<file path="src/rtl/uart_transmitter.sv">
// 8N1 UART transmitter with a small byte FIFO; LSB first, registered line output.
// Define UART_TX_PARITY_EN to insert an even-parity bit between data and stop (8E1).
module uart_transmitter #(
  parameter int CLK_FREQ   = 100_000_000,
  parameter int BAUD_RATE  = 9_600,
  parameter int FIFO_DEPTH = 4
) (
  input  logic       clk,
  input  logic       rst,
  input  logic [7:0] tx_data,
  input  logic       tx_valid,
  output logic       tx_ready,
  output logic       uart_out,
  output logic       busy
);

  localparam int BIT_CYCLES = CLK_FREQ / BAUD_RATE;
  localparam int TW = $clog2(BIT_CYCLES);
  localparam int PW = $clog2(FIFO_DEPTH);
  localparam int CW = PW + 1;
  localparam logic [TW-1:0] T_LAST = TW'(BIT_CYCLES - 1);
  localparam logic [CW-1:0] C_FULL = CW'(FIFO_DEPTH);

  typedef enum logic [2:0] {
    S_IDLE,
    S_START,
    S_DATA,
`ifdef UART_TX_PARITY_EN
    S_PARITY,
`endif
    S_STOP
  } state_e;

  state_e          state_q, state_d;
  logic [TW-1:0]   timer_q, timer_d;
  logic [2:0]      bit_idx_q, bit_idx_d;
  logic [7:0]      shift_q, shift_d;
  logic            uart_q, uart_d;

  logic [7:0]      mem_q [FIFO_DEPTH];
  logic [PW-1:0]   wr_ptr_q, wr_ptr_d;
  logic [PW-1:0]   rd_ptr_q, rd_ptr_d;
  logic [CW-1:0]   count_q, count_d;

  logic            push, pop, timer_end, fifo_nonempty;

  assign tx_ready      = (count_q != C_FULL);
  assign busy          = (state_q != S_IDLE) || (count_q != '0);
  assign uart_out      = uart_q;
  assign push          = tx_valid && tx_ready;
  assign timer_end     = (timer_q == T_LAST);
  assign fifo_nonempty = (count_q != '0);

  always_comb begin
    state_d   = state_q;
    timer_d   = timer_q;
    bit_idx_d = bit_idx_q;
    shift_d   = shift_q;
    pop       = 1'b0;

    unique case (state_q)
      S_IDLE: begin
        if (fifo_nonempty) begin
          pop     = 1'b1;
          shift_d = mem_q[rd_ptr_q];
          state_d = S_START;
          timer_d = '0;
        end
      end
      S_START: begin
        if (timer_end) begin
          state_d   = S_DATA;
          bit_idx_d = '0;
          timer_d   = '0;
        end else begin
          timer_d = timer_q + TW'(1);
        end
      end
      S_DATA: begin
        if (timer_end) begin
          timer_d = '0;
          if (bit_idx_q == 3'd7) begin
`ifdef UART_TX_PARITY_EN
            state_d = S_PARITY;
`else
            state_d = S_STOP;
`endif
          end else begin
            bit_idx_d = bit_idx_q + 3'd1;
          end
        end else begin
          timer_d = timer_q + TW'(1);
        end
      end
`ifdef UART_TX_PARITY_EN
      S_PARITY: begin
        if (timer_end) begin
          state_d = S_STOP;
          timer_d = '0;
        end else begin
          timer_d = timer_q + TW'(1);
        end
      end
`endif
      S_STOP: begin
        if (timer_end) begin
          timer_d = '0;
          // Chain straight into the next start bit so queued frames have no idle gap.
          if (fifo_nonempty) begin
            pop     = 1'b1;
            shift_d = mem_q[rd_ptr_q];
            state_d = S_START;
          end else begin
            state_d = S_IDLE;
          end
        end else begin
          timer_d = timer_q + TW'(1);
        end
      end
      default: state_d = S_IDLE;
    endcase

    // Line level is decoded from the next state so the registered output tracks it.
    unique case (state_d)
      S_START:  uart_d = 1'b0;
      S_DATA:   uart_d = shift_d[bit_idx_d];
`ifdef UART_TX_PARITY_EN
      S_PARITY: uart_d = ^shift_d;
`endif
      default:  uart_d = 1'b1;
    endcase
  end

  always_comb begin
    wr_ptr_d = push ? wr_ptr_q + PW'(1) : wr_ptr_q;
    rd_ptr_d = pop  ? rd_ptr_q + PW'(1) : rd_ptr_q;
    unique case ({push, pop})
      2'b10:   count_d = count_q + CW'(1);
      2'b01:   count_d = count_q - CW'(1);
      default: count_d = count_q;
    endcase
  end

  always_ff @(posedge clk) begin
    if (rst) begin
      state_q   <= S_IDLE;
      timer_q   <= '0;
      bit_idx_q <= '0;
      shift_q   <= '0;
      uart_q    <= 1'b1;
      wr_ptr_q  <= '0;
      rd_ptr_q  <= '0;
      count_q   <= '0;
    end else begin
      state_q   <= state_d;
      timer_q   <= timer_d;
      bit_idx_q <= bit_idx_d;
      shift_q   <= shift_d;
      uart_q    <= uart_d;
      wr_ptr_q  <= wr_ptr_d;
      rd_ptr_q  <= rd_ptr_d;
      count_q   <= count_d;
    end
  end

  always_ff @(posedge clk) begin
    if (push) mem_q[wr_ptr_q] <= tx_data;
  end

endmodule

</file>
<file path="config.mk">
export PLATFORM = sky130hd
export DESIGN_NAME = uart_transmitter
export DESIGN_NICKNAME = d
export VERILOG_FILES = /design/src/rtl/uart_transmitter.sv
export SDC_FILE = /design/constraint.sdc
export NUM_CORES = 1
export LEC_CHECK = 0
export ABC_CLOCK_PERIOD_IN_PS = 3600
export BUFFER_PORTS_ARGS = -buffer_cell sky130_fd_sc_hd__buf_2
export CELL_PAD_IN_SITES_DETAIL_PLACEMENT = 0
export CELL_PAD_IN_SITES_GLOBAL_PLACEMENT = 1
export CORE_MARGIN = 2
export CORE_UTILIZATION = 49
export CTS_CLUSTER_SIZE = 8
export DETAILED_ROUTE_END_ITERATION = 12
export PLACE_DENSITY_LB_ADDON = 0.1
export SETUP_SLACK_MARGIN = 0.2
export SLEW_MARGIN = 25
export SYNTH_ARGS = -nofsm -noshare
export SYNTH_HDL_FRONTEND = slang
export SYNTH_SLANG_ARGS = --single-unit
</file>
<file path="constraint.sdc">
create_clock -name clk -period 3.6 [get_ports clk]
set_input_delay 0.54 -clock clk [delete_from_list [all_inputs] [get_ports clk]]
set_output_delay 0.54 -clock clk [all_outputs]
set_load 0.005 [all_outputs]
</file>
### Yosys cells after proc, flatten, opt, wreduce, memory -nomap -nowiden

Memories as Yosys holds them, arrays and structs flattened. A register that Yosys moved wholly into a read port is not among the register bits.
Index checks and enable logic that the tools add are counted.

* output and inout bits: 3
* input bits: 11
* RAM bits: 32
* memories kept: 1
* flip-flop bits (word level): 36

Memories
* mem_q: depth 4, width 8, rd ports 1, clocked after Yosys merged registers in 1, write ports 1, RTL line 40 `logic [7:0] mem_q [FIFO_DEPTH];`

* magnitude comparators: 1
* eq/ne operators: 11
* mux-type cells: 28
* reductions and logical operators: 9
* add/sub/neg operators: 6

Operators by type and width (number)
* $mux W14: 2
* $pmux W14 S2: 1
* $mux W3: 8
* $mux W8: 2
* $pmux W8 S2: 1
* $add A14 B1 Y14 const B: 1
* $eq A14 B14 Y1 const B: 1
* $pmux W3 S2: 2
* $pmux W3 S4: 1
* $eq A3 B2 Y1 const B: 3
* $add A3 B1 Y3 const B: 2
* $eq A3 B1 Y1 const B: 2
* $mux W1: 6
* $reduce_bool A3 Y1: 2
* $add A2 B1 Y2 const B: 2
* $lt A3 B4 Y1 const B: 1
* $mux W2: 2
* $pmux W1 S2: 2
* $reduce_bool A2 Y1: 2
* $bmux W1 S3: 1
* $eq A3 B3 Y1 const B: 1
* $logic_not A3 Y1: 1
* $ne A3 B3 Y1 const B: 1
* $reduce_or A3 Y1: 1
* other kinds (7): 7

### Logic depth before layout (Yosys ltp)

Gate-level depths: netlist of the first run.

* word-level depth: 7
* mapped depth: 10
* mapped depth without buffers: 10

### Least setup slack after synthesis of the first run

Ideal clock, no wire load.

* path type: register -> register
* start: register state_q[0]
* end: register count_q[2]
* required time: 3529 ps
* arrival: 2571 ps
* cell stages (with the launch flop): 11
* path slack: 959 ps
* cell sequence: dfxtp_1 -> clkbuf_1 -> and4b_1 -> nand4_1 -> a21oi_1 -> ha_1 -> inv_1 -> fa_1 -> xor2_1 -> or3_1 -> a21oi_1

* longest elaborated chain between the ends: 4

RTL lines
* start: declaration: RTL line 34 `state_e state_q, state_d;`
* start signal: assignment: RTL line 155 `state_q <= state_d;`
* $eq A3 B2 Y1 or $logic_not A3 Y1 (tied branches): RTL line 61 `unique case (state_q)`
* $pmux W1 S2 *: RTL line 61
* named net pop: RTL line 45 `logic push, pop, timer_end, fifo_nonempty;`
* $eq A2 B1 Y1 or $eq A2 B2 Y1 (tied branches): RTL line 137 `unique case ({push, pop})`
* $pmux W3 S2 or $reduce_bool A2 Y1 (tied branches)
* end signal: assignment: RTL line 162 `count_q <= count_d;`
* end: declaration: RTL line 43 `logic [CW-1:0] count_q, count_d;`

Mark *: on every way through the listed nets, which the timed path passes. The rest lies on a longest branch.
A chain may end at the register's enable or synchronous reset.

### Worst setup path in the final report of the first run

Same ends and word-level chain as after synthesis.

==> reports/metrics.csv, run 1 <==
metric,value,unit
status,finished clean,
fillers,568,
fin_crit,2.804,ns
yosys.area_share.simple,19.32,%
yosys_register_bits,70,
post-route-period-util,77.89,%
synth_top_family_by_area,simple AND/OR/NAND/NOR gates,
r2r_end,count_q[2]$_SDFFE_PP0P_,
grt.overflow.total,0,
maxSlewHeadroom,59.29,%
hold_start,tx_data[7],
arrival,3.07,ns
timing.final.max_slew_violations,0,
final_area,3576,µm²
viasPerCell,5.509,
cts_buffers,9,
ys_warn_count,0,
power_frac_comb,27.4,%
start_kind,flop,
cp_max_fo,21,
synth_enable_flop_cells,32,
ir_drop,0.0003483,V
grt_pass1_vias,2118,
drive_gt1_share,13.92,%
core_region_area,6386,µm²
slowest_stage,dfxtp_1,
p_leak,1.259,nW
min_to,mem_q[2][7]$_DFFE_PP_,
path_cells,"and4b_1, nand4_1, a21oi_1, buf_4, ha_1, inv_1, fa_1, xor2_1, or3_1, a21oi_1",
synth_cells,296,
routed-via-count,2165,
gp_congestion,0.7606,
post-route-drc-count,0,
power_frac_clock,28.7,%
register_area,1722,µm²
die_area,7274,µm²
critPathBufInv,2,
r2r_slack,0.80,ns
clock_skew,0.006646,ns
setup_viol,0,
antenna_found_initial,0,
r2r_cells,10,
synthMuxAreaShare,7.148,%
seq_area_frac_synth,53.17,%
path_delay_family,simple AND/OR/NAND/NOR gates,
r2r_start,state_q[0]$_SDFF_PP0_,
area_growth,10.43,%
h-tree-depth,3,
grtUsageMet2,27.27,%
first_pass_iters,4,
crit_top_cell,a21oi_1,
holdBufCountCts,0,
switching_power,0.7090,mW
num_antenna_cells,0,
final-hold-violation-count,0,
synthAdderAreaFrac,3.323,%
p_per_area,651.4,nW/µm²
synth_area,3238,µm²
async_reset_ff_share,0,%
worstSetupPathType,flop to flop,
drv_cap,0,
rows,29,
grt_pass1_wl,10.39,mm
clock_path_buffers,2,
gr-usage-met1,25.98,%
seq_power_share,43.9,%
synth_xor_area_share,3.787,%
synth_compound_area_share,9.969,%
root_buffer,clkbuf_8,
dpl-instance-area,3368,µm²
clk_pin_slew_worst_paths,0.07,ns
die_h,85.29,µm
timing.fmax,356.6,MHz
track_usage,18.23,%
portBuffers,13,
drtAntennaViolNets,0,
worst_path_largest_cell_delay,0.71,ns
clkLatencyLatePin,0.33,ns
hold_depth,1,
tritoncts,built,
start_util,50.71,%
die_x,85.29,µm
cp.depth,10,
syn-num-nets,315,
tightest_slew,0.6099,ns
grt_busiest_layer,met2,
met3_usage,3.599,%
multiInputGateArea,1414,µm²
grt_setup_unrepaired,no,
wl_per_cell,14.89,µm
cp.required,3.86,ns
whs,0.4170,ns
sw_frac_of_total,30.44,%
io_pins,14,
num-nets-final,330,
synth_area_per_cell,10.94,µm²
yosys_most_used_dff,dfxtp_1,
synth_cell_types,56,
setup.worst_path.end_class,flop,
numClockSinks,70,
p_int,1.620,mW
cts_resized,0,
drt_wl_total,5.852,mm
grt_max_degree,27,
hold_path_class,primary input to flop,
post-cts-setup-buffers,0,
hpwl,4.176,mm
fin_setup_tns,0,ns
drt_iter0_drc,179,
## how the worst max path moves through the flow
stage | start | end
after CTS | state_q[0]$_SDFF_PP0_ | count_q[2]$_SDFFE_PP0P_
after global placement | state_q[0]$_SDFF_PP0_ | count_q[2]$_SDFFE_PP0P_
final | state_q[0]$_SDFF_PP0_ | count_q[2]$_SDFFE_PP0P_
after detailed placement | state_q[0]$_SDFF_PP0_ | count_q[2]$_SDFFE_PP0P_
after floorplan | state_q[0]$_SDFF_PP0_ | count_q[2]$_SDFFE_PP0P_
after global routing | state_q[0]$_SDFF_PP0_ | count_q[2]$_SDFFE_PP0P_
## synthesized netlist by cell type, types with 2 or more instances
cell type | instances | area share (%)
o221ai_1 | 2 | 0.54
nand4_1 | 4 | 0.77
dfxtp_1 | 38 | 23
o21ai_0 | 9 | 1.4
a21oi_1 | 18 | 2.8
o22ai_1 | 3 | 0.58
edfxtp_1 | 32 | 30
ha_1 | 7 | 2.7
o22a_1 | 3 | 0.81
xor2_1 | 9 | 2.4
nand2_1 | 19 | 2.2
clkbuf_1 | 10 | 1.2
or3_1 | 6 | 1.2
nor2b_1 | 2 | 0.39
nor4_1 | 2 | 0.39
nand3_1 | 8 | 1.2
a31oi_1 | 2 | 0.39
mux4_2 | 8 | 5.6
xnor2_1 | 5 | 1.4
a22oi_1 | 2 | 0.46
and3_1 | 6 | 1.2
nand2b_1 | 5 | 0.97
and2_1 | 3 | 0.58
mux2i_1 | 4 | 1.2
nor2_1 | 36 | 4.2
and4b_1 | 2 | 0.62
and4_1 | 3 | 0.81
nand3b_1 | 2 | 0.46
nor3_1 | 7 | 1.1
inv_1 | 13 | 1.5
## routing by layer
metal | part of all wire, % | vias to the layer above
met2 | 45 | 39
met4 | 1.6 | 0
met1 | 50 | 1003
li1 | - | 1115
met3 | 3.8 | 8
met5 | 0 | -
## kinds of logic after synthesis
group / Yosys count
simple gates: 115
flops: 70
compound gates: 50
buf+inv: 25
xor+xnor: 14
mux: 13
fa+ha+maj: 8
other cells: 1
## sequential cells by signal, summed over array words and instances (netlist names), named ones only
signal / flops
bit_idx_q: 3
count_q: 3
mem_q: 32
rd_ptr_q: 2
shift_q: 8
state_q: 3
timer_q: 14
uart_out: 1
wr_ptr_q: 2
## area by class of cell
type | count | share of cell area (%)
flip-flops and latches | 70 | 48.15
well taps | 77 | 2.694
clock inverters | 4 | 2.029
multi-input cells | 201 | 39.54
inverters | 13 | 1.365
clock buffers | 12 | 3.779
repair buffers | 16 | 2.449
## layout by cell type (no fill, tap or decap), types with 3 or more instances in the layout
cell type / n
o22a_1: 3
nor2_1: 36
ha_1: 7
edfxtp_1: 32
buf_4: 3
nand2b_1: 5
a21oi_1: 18
clkbuf_8: 9
nor3_1: 7
or3_1: 6
nand4_1: 4
buf_2: 13
and4_1: 3
xor2_1: 9
nand2_1: 19
clkbuf_1: 3
dfxtp_1: 38
and3_1: 6
mux4_2: 8
o21ai_0: 9
xnor2_1: 5
mux2i_1: 4
nand3_1: 8
inv_1: 13
and2_1: 3
o22ai_1: 3
## through the flow
| step | util [%] | cells | worst slack (ns) | power [mW] |
|---|---|---|---|---|
| global route | 56.00 | 393 | 0.5318 | 2.484 |
| floorplan | - | 296 | 0.9588 | 1.500 |
| CTS | 56.00 | 393 | 0.8051 | 2.361 |
| detailed placement | 52.74 | 377 | 0.8337 | 1.686 |
| finish | 56.00 | 393 | 0.7959 | 2.329 |
| global placement | 52.74 | 377 | 0.8685 | 1.678 |
## power groups by stage
| stage | Combinational, mW | Clock, mW | Sequential (mW) |
|---|---|---|---|
| global placement | 0.642 | 0 | 1.04 |
| global route | 0.724 | 0.721 | 1.04 |
| detailed placement | 0.645 | 0 | 1.04 |
| floorplan | 0.496 | 0 | 1.00 |
| finish | 0.637 | 0.669 | 1.02 |
| CTS | 0.648 | 0.691 | 1.02 |
No activity file was read; power rests on OpenSTA's default activity.
==> inputs of run 2 (changes only) <==
--- a/config.mk
+++ b/config.mk
@@ -5,12 +5,12 @@
 export SDC_FILE = /design/constraint.sdc
 export NUM_CORES = 1
 export LEC_CHECK = 0
-export ABC_CLOCK_PERIOD_IN_PS = 3600
+export ABC_CLOCK_PERIOD_IN_PS = 2560
 export BUFFER_PORTS_ARGS = -buffer_cell sky130_fd_sc_hd__buf_2
 export CELL_PAD_IN_SITES_DETAIL_PLACEMENT = 0
 export CELL_PAD_IN_SITES_GLOBAL_PLACEMENT = 1
 export CORE_MARGIN = 2
-export CORE_UTILIZATION = 49
+export CORE_UTILIZATION = 44
 export CTS_CLUSTER_SIZE = 8
 export DETAILED_ROUTE_END_ITERATION = 12
 export PLACE_DENSITY_LB_ADDON = 0.1
==> constraint.sdc (replaced) <==
create_clock -name clk -period 2.56 [get_ports clk]
set_input_delay 0.384 -clock clk [delete_from_list [all_inputs] [get_ports clk]]
set_output_delay 0.384 -clock clk [all_outputs]
set_load 0.005 [all_outputs]
==> reports/metrics.csv, run 2 (synthesis results as in run 1) <==
metric,value,unit,change
start_util,45.13,%,-5.6 points
portBuffers,13,,unchanged
path_delay_family,simple AND/OR/NAND/NOR gates,,
timing.final.max_slew_violations,0,,unchanged
drt_iter0_drc,127,,-29%
h-tree-depth,3,,unchanged
post-place-ws,0.06234,ns,-0.7714 ns
drtAntennaViolNets,0,,unchanged
drive_gt1_share,25.51,%,+12 points
status,finished clean,,
largest_register_ffs,32,,unchanged
worst_path_largest_cell_delay,0.54,ns,-0.17 ns
r2r_slack,0.16,ns,-0.64 ns
grt_setup_unrepaired,yes,,
cts_buffers,9,,unchanged
clkLatencyLatePin,0.34,ns,about the same
top_regs,"mem_q: 32 flops, timer_q: 14 flops, shift_q: 8 flops",,
slowest_stage,or4b_4,,
grt_pass1_wl,10.96,mm,+5.4%
ir_drop,0.0005301,V,+52%
num-nets-final,355,,+7.6%
largest_register,mem_q,,
fin_crit,2.403,ns,-0.4006 ns
clk_pin_slew_worst_paths,0.08,ns,about the same
final-hold-violation-count,0,,unchanged
first_pass_iters,4,,unchanged
hold_path_class,primary input to flop,,
power,3.197,mW,+37%
final_cell_mix,"36 x nor2_1, 33 x dfxtp_1, 32 x edfxtp_1",,
multiInputGateArea,1479,µm²,+4.6%
grt_max_degree,20,,-26%
post-route-drc-count,0,,unchanged
path_cells,"or4b_4, nor4_4, buf_4, nand2b_2, o31a_1, buf_4, nor2_1, nand2_1, a41oi_1",,
clock_path_buffers,2,,unchanged
io_pins,14,,unchanged
root_buffer,clkbuf_8,,
drt_wl_total,6.340,mm,+8.3%
crit_top_cell,buf_4,,
p_per_area,832.5,nW/µm²,+28%
area_growth,18.59,%,
drv_cap,0,,unchanged
clock_skew,0.008979,ns,+0.002332 ns
final_common_cell,nor2_1,,
r2r_cells,9,,-1
worstSetupPathType,flop to flop,,
viasPerCell,5.189,,-5.8%
whs,0.2489,ns,-0.1681 ns
rows,31,,+6.9%
grt.overflow.total,0,,unchanged
hold_depth,1,,unchanged
register_area,1728,µm²,+0.36%
wl_per_cell,14.41,µm,-3.2%
gp_congestion,0.7628,,+0.29%
hold_start,tx_data[3],,
r2r_end,uart_out$_SDFF_PP1_,,
fin_setup_tns,0,ns,unchanged
numClockSinks,70,,unchanged
final_util,53.51,%,-2.5 points
start_kind,flop,,
arrival,2.66,ns,-0.41 ns
hpwl,4.573,mm,+9.5%
track_usage,17.19,%,-1.0 points
setup_ws,0.1565,ns,-0.6394 ns
routed-via-count,2283,,+5.5%
core_region_area,7176,µm²,+12%
min_to,mem_q[3][3]$_DFFE_PP_,,
r2r_start,timer_q[10]$_SDFFE_PP0P_,,
antenna_found_initial,0,,unchanged
fillers,652,,+15%
die_area,8061,µm²,+11%
cp_max_fo,6,,-71%
die_h,89.79,µm,+5.3%
setup_viol,0,,unchanged
grt_pass1_vias,2256,,+6.5%
p_leak,1.379,nW,+9.6%
setup.worst_path.end_class,flop,,
tritoncts,built,,
timing.fmax,416.1,MHz,+17%
cp.required,2.82,ns,-1.04 ns
die_x,89.79,µm,+5.3%
post-route-period-util,93.89,%,+16 points
num_antenna_cells,0,,unchanged
critPathBufInv,2,,unchanged
[run 2: cell count changes in the layout (fill, tap and decap cells not counted), sizes merged]
cell,delta
bufinv,-2
clkinv,+3
clkbuf,-3
clkinvlp,+1
inv,+1
buf,+25
[run 2: final cells by class]
type | count | area share (%)
clock inverters | 7 | 1.303
clock buffers | 9 | 3.226
repair buffers | 41 | 7.462
well taps | 99 | 3.226
inverters | 13 | 1.271
flip-flops and latches | 70 | 45.00
multi-input cells | 201 | 38.51
[run 2: what timing repair did]
action | 4_1_cts | 5_1_grt
pin swaps | 10 | 5
resized for setup | 11 | 7
setup endpoints to repair | 2 | 7
setup buffers | 5 | 1
hold buffers | 0 | 0
[run 2: stage by stage]
stage	instance area, µm²	std cells
4_1_cts	3807	439
5_1_grt	3840	440
2_1_floorplan	3267	296
3_5_place_dp	3556	418
6_report	3840	440
3_3_place_gp	3556	418
[run 2: worst max-delay path by stage]
stage,from,endpoint,slack (ns),cells after the start
finish,timer_q[10]$_SDFFE_PP0P_,uart_out$_SDFF_PP1_,0.16,9
global route,timer_q[10]$_SDFFE_PP0P_,uart_out$_SDFF_PP1_,0.07,9
CTS,timer_q[5]$_SDFFE_PP0P_,uart_out$_SDFF_PP1_,0.17,8
detailed placement,timer_q[11]$_SDFFE_PP0P_,uart_out$_SDFF_PP1_,0.06,8
global placement,timer_q[11]$_SDFFE_PP0P_,uart_out$_SDFF_PP1_,0.13,8
floorplan,timer_q[1]$_SDFFE_PP0P_,count_q[2]$_SDFFE_PP0P_,0.20,10
[run 2: power by group]
| group | switching (mW) | internal (mW) | leakage [nW] |
|---|---|---|---|
| clock network | 0.429 | 0.352 | 0.0832 |
| registers | 0.0892 | 1.33 | 0.605 |
| logic | 0.542 | 0.456 | 0.691 |
| total | 1.06 | 2.14 | 1.38 |
[run 2: worst reg2reg max path, cell delays in order, from the launching register on]
cell	delay (ns)
dfxtp_2	0.33
or4b_4	0.54
nor4_4	0.36
buf_4	0.20
nand2b_2	0.09
o31a_1	0.33
buf_4	0.15
nor2_1	0.07
nand2_1	0.06
a41oi_1	0.20
[run 2: routing by layer]
| metal | global-route usage (%) | part of all wire [%] | up-vias | wire length [µm] |
|---|---|---|---|---|
| met3 | 5.197 | 3.5 | 8 | 219 |
| li1 | - | - | 1159 | - |
| met4 | 6.026 | 1.5 | 0 | 98 |
| met2 | 25.88 | 45 | 35 | 2875 |
| met1 | 23.74 | 50 | 1081 | 3146 |
| met5 | 0 | 0 | - | 0 |
==> inputs of run 3 (changes only) <==
--- a/config.mk
+++ b/config.mk
@@ -5,12 +5,13 @@
 export SDC_FILE = /design/constraint.sdc
 export NUM_CORES = 1
 export LEC_CHECK = 0
+export ABC_AREA = 1
 export ABC_CLOCK_PERIOD_IN_PS = 2560
-export BUFFER_PORTS_ARGS = -buffer_cell sky130_fd_sc_hd__buf_2
+export BUFFER_PORTS_ARGS = -buffer_cell sky130_fd_sc_hd__clkbuf_2
 export CELL_PAD_IN_SITES_DETAIL_PLACEMENT = 0
 export CELL_PAD_IN_SITES_GLOBAL_PLACEMENT = 1
 export CORE_MARGIN = 2
-export CORE_UTILIZATION = 44
+export CORE_UTILIZATION = 42
 export CTS_CLUSTER_SIZE = 8
 export DETAILED_ROUTE_END_ITERATION = 12
 export PLACE_DENSITY_LB_ADDON = 0.1
==> reports/metrics.csv, run 3 <==
metric,value,unit,change
path_cells,"ha_2, nand2_1, clkinv_1, nand2_2, nor2_4, nand2_2, nand2_4, nand2_8, clkinv_4, ha_1, inv_2, fa_2, a21oi_2, o21ai_2, o21ai_1, a21oi_1",,
synth_area_leaders,"edfxtp_1 30%, dfxtp_1 24%, nand2_1 6.3%",,
synth_cell_types,35,,-38%
synth_top_area_cell,edfxtp_1,,
cp.required,2.79,ns,-0.03 ns
timing.final.max_slew_violations,0,,unchanged
root_buffer,clkbuf_8,,
grt_max_degree,18,,-10%
power,3.020,mW,-5.5%
yosys_register_bits,70,,unchanged
crit_start,timer_q[0]$_SDFFE_PP0P_,,
h-tree-depth,3,,unchanged
dpl-instance-area,3400,µm²,-4.4%
final_area,3699,µm²,-3.7%
hold_path_class,primary input to flop,,
die_x,90.97,µm,+1.3%
start_util,43.57,%,-1.6 points
synth.most_common_cell,nand2_1,,
synth_cells,361,,+22%
arrival,2.48,ns,-0.18 ns
critPathBufInv,3,,+1
hold_start,tx_data[3],,
fillers,737,,+13%
numClockSinks,70,,unchanged
setup.worst_path.end_class,flop,,
power_frac_comb,24.7,%,-6.5 points
synth_enable_flop_cells,32,,unchanged
largest_register_ffs,32,,unchanged
grt_setup_unrepaired,no,,
largest_register,mem_q,,
portBuffers,13,,unchanged
drt_iter0_drc,116,,-8.7%
status,finished clean,,
p_leak,1.441,nW,+4.5%
final_cell_mix,"53 x nand2_1, 49 x nor2_1, 41 x inv_1",,
seq_power_share,45.0,%,+0.6 points
grt_pass1_wl,10.65,mm,-2.8%
drt_wl_total,6.366,mm,+0.41%
wl_per_cell,12.71,µm,-12%
sw_frac_of_total,32.63,%,-0.53 points
track_usage,16.36,%,-0.83 points
netlist_top_cells_count,"53 x nand2_1, 49 x nor2_1, 42 x inv_1",,
num_antenna_cells,0,,unchanged
post-route-period-util,87.77,%,-6.1 points
post-route-drc-count,0,,unchanged
drtAntennaViolNets,0,,unchanged
switching_power,0.9852,mW,-7.0%
cts_buffers,9,,unchanged
num-nets-final,416,,+17%
grt.overflow.total,0,,unchanged
async_reset_ff_share,0,%,unchanged
die_h,90.97,µm,+1.3%
synth_area,3177,µm²,-1.9%
routed-via-count,2455,,+7.5%
core_region_area,7292,µm²,+1.6%
gp_congestion,0.7359,,-3.5%
viasPerCell,4.900,,-5.6%
top_regs,"mem_q: 32 flops, timer_q: 14 flops, shift_q: 8 flops",,
start_kind,flop,,
clk_pin_slew_worst_paths,0.08,ns,about the same
clock_skew,0.01160,ns,+0.002622 ns
path_delay_family,adder cells,,
worst_path_largest_cell_delay,0.38,ns,-0.16 ns
yosys_most_used_dff,dfxtp_1,,
cp_max_fo,9,,+3
io_pins,14,,unchanged
clock_path_buffers,2,,unchanged
crit_top_cell,nand2_2,,
grt_pass1_vias,2307,,+2.3%
timing.fmax,445.1,MHz,+7.0%
first_pass_iters,4,,unchanged
netlist.area_leader.share,30.25,%,+0.57 points
ir_drop,0.0005014,V,-5.4%
r2r_start,timer_q[0]$_SDFFE_PP0P_,,
clkLatencyLatePin,0.34,ns,about the same
syn-num-nets,380,,+21%
holdBufCountCts,0,,unchanged
seq_area_frac_synth,54.19,%,+1.0 points
tritoncts,built,,
ys_warn_count,0,,unchanged
rows,31,,unchanged
die_area,8276,µm²,+2.7%
final-hold-violation-count,0,,unchanged
synth_area_per_cell,8.800,µm²,-20%
setup_viol,0,,unchanged
antenna_found_initial,0,,unchanged
area_growth,16.42,%,
power_frac_clock,30.3,%,+5.9 points
p_per_area,816.5,nW/µm²,-1.9%
drv_cap,0,,unchanged
fin_setup_tns,0,ns,unchanged
p_int,2.035,mW,-4.8%
drive_gt1_share,19.15,%,-6.4 points
fin_crit,2.247,ns,-0.1566 ns
slowest_stage,fa_2,,
hpwl,4.432,mm,-3.1%
worstSetupPathType,flop to flop,,
final_common_cell,nand2_1,,
## run 3: power groups by stage
stage / logic, mW / clock network [mW] / registers, mW
2_1_floorplan: 0.493 / 0 / 1.38
5_1_grt: 0.841 / 0.979 / 1.37
6_report: 0.745 / 0.915 / 1.36
3_5_place_dp: 0.693 / 0 / 1.39
4_1_cts: 0.696 / 0.934 / 1.36
3_3_place_gp: 0.695 / 0 / 1.39
## run 3: logic make-up after synthesis
logic type / after synthesis / share of synthesized area [%]
XOR/XNOR: 1 / 0.2757
adder cells (fa/ha/maj): 8 / 3.387
other: 1 / 0.1180
buffers and inverters: 51 / 6.301
AND/OR/NAND/NOR: 162 / 23.24
AO/OA/AOI/OAI: 68 / 12.49
flip-flops: 70 / 54.19
## run 3: metal layers
layer  track usage [%]  part of all wire, %
met5                 0                    0
met4             5.682                  1.1
met3             2.739                  2.1
met2             28.64                   49
met1             20.40                   47
## run 3: what timing repair did
| action | in CTS | in global routing |
|---|---|---|
| buffers inserted | 1 | 8 |
| endpoints found under the setup margin | 1 | 1 |
| pin swaps | 1 | 7 |
| resized for setup | 3 | 8 |
| cloned | 0 | 0 |
## run 3: layout make-up
class | instances | area [µm²] | area share (%)
repair buffers | 29 | 185.2 | 5.007
clock inverters | 7 | 78.83 | 2.131
flip-flops and latches | 70 | 1724 | 46.62
clock buffers | 9 | 123.9 | 3.349
inverters | 47 | 181.4 | 4.905
multi-input cells | 240 | 1281 | 34.64
well taps | 99 | 123.9 | 3.349
## run 3: final timing paths
| kind | slack, ns | cells past startpoint | to |
|---|---|---|---|
| hold reg to reg | 0.46 | 2 | flop |
| hold / removal | 0.25 | 1 | mem_q[3][3]$_DFFE_PP_ |
| setup reg to reg | 0.31 | 16 | count_q[2]$_SDFFE_PP0P_ |
| setup / recovery | 0.31 | 16 | count_q[2]$_SDFFE_PP0P_ |
## run 3: metrics by stage
| stage | hold slack [ns] | instances | utilization (%) | worst slack (ns) |
|---|---|---|---|---|
| finish | 0.2528 | 501 | 50.72 | 0.3132 |
| global placement | 0.4453 | 476 | 46.62 | 0.1678 |
| global route | 0.2553 | 501 | 50.72 | 0.1639 |
| CTS | 0.2457 | 493 | 49.61 | 0.2068 |
| detailed placement | 0.4562 | 476 | 46.62 | 0.1073 |
| floorplan | 0.4358 | 361 | - | 0.3123 |
